==> src/rtl/regfile_mp.sv <==
// Multi-port register bank with producer scoreboard; reads/hazards combinational, writes/scoreboard on i_clk edge.
// No backpressure: every enabled write and issue is accepted; optional REGFILE_BYPASS_EN adds write-to-read forwarding.
module regfile_mp #(
    parameter int NUMBER_OF_REGISTERS = 32,
    parameter int REGISTERS_SIZE      = 32,
    parameter int NUM_READ_PORTS      = 2,
    parameter int NUM_WRITE_PORTS     = 1,
    localparam int AW                 = $clog2(NUMBER_OF_REGISTERS)
) (
    input  logic                                          i_clk,
    input  logic                                          i_reset,
    input  logic                                          i_flush,
    input  logic [NUM_WRITE_PORTS-1:0]                    i_enable_wr,
    input  logic [NUM_WRITE_PORTS*AW-1:0]                 i_wr,
    input  logic [NUM_WRITE_PORTS*REGISTERS_SIZE-1:0]     i_data_wr,
    input  logic [NUM_READ_PORTS*AW-1:0]                  i_rd,
    output logic [NUM_READ_PORTS*REGISTERS_SIZE-1:0]      o_data_rd,
    input  logic                                          i_issue,
    input  logic [AW-1:0]                                 i_issue_rd,
    output logic [NUM_READ_PORTS-1:0]                     o_rd_pending,
    output logic                                          o_stall,
    output logic [NUMBER_OF_REGISTERS-1:0]                o_pending_mask,
    output logic [NUMBER_OF_REGISTERS*REGISTERS_SIZE-1:0] o_Debugging
);

    logic [REGISTERS_SIZE-1:0]      regs [NUMBER_OF_REGISTERS];
    logic [NUMBER_OF_REGISTERS-1:0] sb;
    logic [NUMBER_OF_REGISTERS-1:0] sb_next;

    logic [AW-1:0]             wr_addr [NUM_WRITE_PORTS];
    logic [REGISTERS_SIZE-1:0] wr_data [NUM_WRITE_PORTS];
    logic [NUM_WRITE_PORTS-1:0] wr_hit;

    for (genvar k = 0; k < NUM_WRITE_PORTS; k++) begin : g_wr
        assign wr_addr[k] = i_wr[k*AW +: AW];
        assign wr_data[k] = i_data_wr[k*REGISTERS_SIZE +: REGISTERS_SIZE];
        assign wr_hit[k]  = i_enable_wr[k] && (wr_addr[k] != '0);
    end

    // Later ports overwrite earlier ones, so the highest-index port wins a collision.
    always_ff @(posedge i_clk) begin
        if (i_reset) begin
            for (int j = 0; j < NUMBER_OF_REGISTERS; j++) begin
                regs[j] <= '0;
            end
            sb <= '0;
        end else begin
            for (int k = 0; k < NUM_WRITE_PORTS; k++) begin
                if (wr_hit[k]) begin
                    regs[wr_addr[k]] <= wr_data[k];
                end
            end
            sb <= sb_next;
        end
    end

    // Issue is applied after writeback clears so a new producer supersedes the retiring one.
    always_comb begin
        sb_next = sb;
        if (i_flush) begin
            sb_next = '0;
        end else begin
            for (int k = 0; k < NUM_WRITE_PORTS; k++) begin
                if (wr_hit[k]) begin
                    sb_next[wr_addr[k]] = 1'b0;
                end
            end
            if (i_issue && (i_issue_rd != '0)) begin
                sb_next[i_issue_rd] = 1'b1;
            end
        end
        sb_next[0] = 1'b0;
    end

    for (genvar p = 0; p < NUM_READ_PORTS; p++) begin : g_rd
        logic [AW-1:0]             ra;
        logic [REGISTERS_SIZE-1:0] rdat;
        logic                      pend;

        assign ra = i_rd[p*AW +: AW];

        always_comb begin
            rdat = regs[ra];
            pend = sb[ra];
`ifdef REGFILE_BYPASS_EN
            for (int k = 0; k < NUM_WRITE_PORTS; k++) begin
                if (wr_hit[k] && (wr_addr[k] == ra)) begin
                    rdat = wr_data[k];
                    pend = 1'b0;
                end
            end
`else
            // Without forwarding decode must hold one more cycle on a write/read collision.
`endif
        end

        assign o_data_rd[p*REGISTERS_SIZE +: REGISTERS_SIZE] = rdat;
        assign o_rd_pending[p] = pend;
    end

    for (genvar j = 0; j < NUMBER_OF_REGISTERS; j++) begin : g_dbg
        assign o_Debugging[j*REGISTERS_SIZE +: REGISTERS_SIZE] = regs[j];
    end

    assign o_stall        = |o_rd_pending;
    assign o_pending_mask = sb;

endmodule
==> config.mk <==
export PLATFORM = sky130hd
export DESIGN_NAME = regfile_mp
export DESIGN_NICKNAME = d
export VERILOG_FILES = /design/src/rtl/regfile_mp.sv
export SDC_FILE = /design/constraint.sdc
export NUM_CORES = 2
export LEC_CHECK = 0
export CAP_MARGIN = 0
export CORE_AREA = 2 2 458 460
export CTS_CLUSTER_SIZE = 24
export DETAILED_ROUTE_END_ITERATION = 16
export DIE_AREA = 0 0 460 462
export SYNTH_ARGS = -nofsm -noshare
export SYNTH_HDL_FRONTEND = slang
export SYNTH_SLANG_ARGS = --single-unit
==> constraint.sdc <==
create_clock -name i_clk -period 3.7 [get_ports i_clk]
set_input_delay 0.74 -clock i_clk [delete_from_list [all_inputs] [get_ports i_clk]]
set_output_delay 0.74 -clock i_clk [all_outputs]
set_load 0.02 [all_outputs]
==> summary.md <==
| Metric | Value |
|---|---|
| Hold Path Class | `in2reg` |
| First-pass GRT wire length | `424000 µm` |
| P_sw | `between 10 and 15 mW` |
| Net Sw Frac | `30.5%` |
| Outcome | `finished, violations left` |
| Layout cells sized above 1 | `roughly 28%` |
| DP Area | `around 75000 µm²` |
| Endpoints failing hold | `0` |
| GR Overflow Total | `0` |
| Cell row count | `168` |
| Relative slew slack | `12.5%` |
| Register area | `31400 µm²` |
| End of the worst hold path | `regs[0][22]` |
| Internal Pwr Total | `24.0 mW` |
| DR vias | `44480` |
| CTS H-tree lvls | `3` |
| CTS max path bufs | `3` |
| Clock latency on the worst-skew pair | `about 0.78 ns` |
| Fillers | `19531` |
| Final setup viols | `4` |
| Maximum VDD drop | `roughly 0.38 mV` |
| Vias in the first global route | `42095` |
| Clk root buf | `clkbuf_16` |
| Multi-input logic area | `23700 µm²` |
| Clock buffer count from CTS | `120` |
| CP Capture Type | `primary output` |
| DR pass1 iterations | `7` |
| Clock Skews | `0 ns` |
| Drt wl/cell | `41.5 µm` |
| Fin. max-slew vios | `0` |
| Non-Filler Instances | `approximately 8000` |
| # DRC | `0` |
| Post-route cell area | `80200 µm²` |
| DP Worst Slack | `-0.642 ns` |
| FF-to-FF setup slack | `2.68 ns` |
| Seq pwr share | `between 40% and 50%` |
| Critical Path RT | `2.96 ns` |
| Max-Cap Viols | `0` |
| Most frequent cells in the layout | `clkdlybuf4s50_1, edfxtp_1, and2_1` |
| PwrDens | `430 nW/µm²` |
| Cts hold-fix bufs | `0` |
| Commonest non-fill, non-tap cell in the layout | `clkdlybuf4s50_1` |
| Failing checks | `setup timing` |
| Synth cell types | `40` |
| CTS sink cnt | `1055` |
| Worst Setup Path Type | `in2out` |
| RSZ-0062 raised after global routing | `false` |
| Largest net degree at the start of global routing | `68` |
| Clk pin slew, worst setup/hold paths | `~0.06 ns` |
| CP Max Fanout | `13` |
| Number of I/O pins | `around 1200` |
| Final Wtd Congestion | `0.971` |
| Hpwl dp | `253000 µm` |
| Final hold slack | `0.542 ns` |
| Core area | `208000 µm²` |
| Post-synthesis cell count | `3640` |
| Clock power share | `35.7%` |
| Worst hold stages | `2` |
| Comb pwr share | `a little over a fifth` |
| Least-Margin Pin Slew | `roughly 1.3 ns` |
| CTS tree | `yes` |
| Vias/cell | `5.59` |
| Total die area | `213000 µm²` |
| R2R cell count | `2` |
| Placed cell count | `7658` |
| Total power | `34.5 mW` |
| Peak Freq | `268 MHz` |
| Die width | `460 µm` |
| Mapped Area | `about 56000 µm²` |
| Port bufs | `1178` |
| Post-Route WL | `331000 µm` |
| Synth Register Bits | `1055` |
| Initial Utilization | `26.9%` |
| Sequential fraction of the synthesis area | `56.1%` |
| Arr. time, crit path | `about 3.0 ns` |
| Synth warn | `0` |
| Reg2reg end | `o_pending_mask[14]` |
| Tcrit/Tclk final | `101%` |
| Synth-to-Final Area Change | `43.4%` |
| Startpoint Class | `input pin` |
| ANT nets after route | `0` |
| LEAKAGE | `28.3 nW` |
| Final worst-path setup slack | `-0.0377 ns` |
| RR Startpoint | `o_pending_mask[14]` |
| Net count reported at finish | `5188` |
| Hold_sp | `i_reset` |
| Total GRT Usage | `30.1%` |
| DR iter-0 viols | `7051` |
| Synthesized area per cell | `between 15 and 20 µm²` |
| Final Critical Period | `between 3 and 4 ns` |
| Initial antenna violation count | `37` |
| DIE HEIGHT | `462 µm` |
## power by group through the flow
stage	combinational [mW]	sequential [mW]	clock, mW
floorplan	2.29	15.3	0
global route	7.75	14.6	12.8
detailed placement	7.29	14.8	0
finish	7.59	14.6	12.3
CTS	7.45	14.6	12.4
global placement	7.31	14.8	0
## metal layers
layer	up-vias	share of wire, %	global-route usage [%]
met5	-	0.0067	0
met4	4	4.5	11.1
met3	463	14	11.7
met2	3455	43	44.5
met1	23461	39	39.7
li1	17097	-	-
## cell usage after synthesis
| cell type | instances | area share [%] |
|---|---|---|
| a2111oi_0 | 4 | 0.063 |
| a21oi_1 | 89 | 0.80 |
| a221oi_1 | 65 | 1.0 |
| a22o_1 | 65 | 1.0 |
| a22oi_1 | 78 | 1.0 |
| a31oi_1 | 3 | 0.034 |
| a41oi_1 | 1 | 0.016 |
| and2_1 | 998 | 11 |
| and4b_1 | 1 | 0.018 |
| and4bb_2 | 1 | 0.022 |
| buf_1 | 11 | 0.074 |
| buf_2 | 69 | 0.62 |
| buf_4 | 34 | 0.46 |
| buf_6 | 25 | 0.50 |
| clkbuf_1 | 265 | 1.8 |
| clkbuf_2 | 3 | 0.027 |
| conb_1 | 1 | 0.0067 |
| dfxtp_1 | 31 | 1.1 |
| edfxtp_1 | 1024 | 55 |
| inv_1 | 3 | 0.020 |
| mux2_2 | 2 | 0.040 |
| mux2i_1 | 149 | 2.7 |
| mux4_2 | 514 | 21 |
| nand2_1 | 38 | 0.25 |
| nand2b_1 | 15 | 0.17 |
| nand3_1 | 16 | 0.14 |
| nand3b_1 | 3 | 0.040 |
| nand4_1 | 1 | 0.011 |
| nor2_1 | 51 | 0.34 |
| nor2_2 | 3 | 0.034 |
| nor2b_1 | 22 | 0.25 |
| nor3_1 | 6 | 0.054 |
| nor3b_1 | 1 | 0.013 |
| nor4_1 | 1 | 0.011 |
| o21ai_0 | 21 | 0.19 |
| o21bai_1 | 21 | 0.28 |
| or2_1 | 1 | 0.011 |
| or2_2 | 1 | 0.011 |
| or3_1 | 1 | 0.011 |
| or3b_1 | 2 | 0.031 |
## cell families after synthesis
group                  after synthesis  synth area share (%)
buffers and inverters              410                  3.48
other                                1               0.00670
AO/OA/AOI/OAI                      347                  4.46
AND/OR/NAND/NOR                   1162                  12.6
flip-flops                        1055                  56.1
multiplexers                       665                  23.4
## metrics by stage
stage,utilization [%],TNS (ns)
after floorplan,-,0
after global placement,36.1,-12.20
after detailed placement,36.1,-12.46
after CTS,38.3,-0.127
after global routing,38.5,0
final,38.6,-0.0876
## timing repair
action | CTS | global route
buffers inserted | 36 | 31
resized for setup | 105 | 32
endpoints found under the setup margin | 66 | 32
cloned | 4 | 1
pin swaps | 2 | 2
## flip-flops by register name, summed over array words and instances (netlist names)
name and flops:
regs 1024, o_pending_mask 31
## worst max-delay path by stage
| stage | startpoint | end |
|---|---|---|
| after floorplan | i_wr[3] | regs[5][0] |
| after global placement | i_rd[0] | o_data_rd[31] |
| after detailed placement | i_rd[0] | o_data_rd[31] |
| after CTS | i_rd[8] | o_data_rd[51] |
| after global routing | regs[12][9] | o_data_rd[41] |
| final | i_rd[0] | o_data_rd[29] |
## worst max-delay path, stage by stage
cell	delay [ns]
buf_16	0.19
buf_16	0.19
buf_12	0.17
mux4_2	0.54
mux2i_4	0.30
buf_4	0.17
a22o_2	0.25
a21oi_1	0.17
buf_4	0.22
## cell type report
type | instances | area share [%]
Clock buffer | 146 | 3.92
Inverter | 3 | 0.0140
Multi-Input combinational cell | 2207 | 29.5
Timing Repair Buffer | 1744 | 22.2
Antenna cell | 14 | 0.0437
Sequential cell | 1055 | 39.1
Tap cell | 2720 | 4.24
Clock inverter | 75 | 0.937
Power figures use the tool's default switching activity.
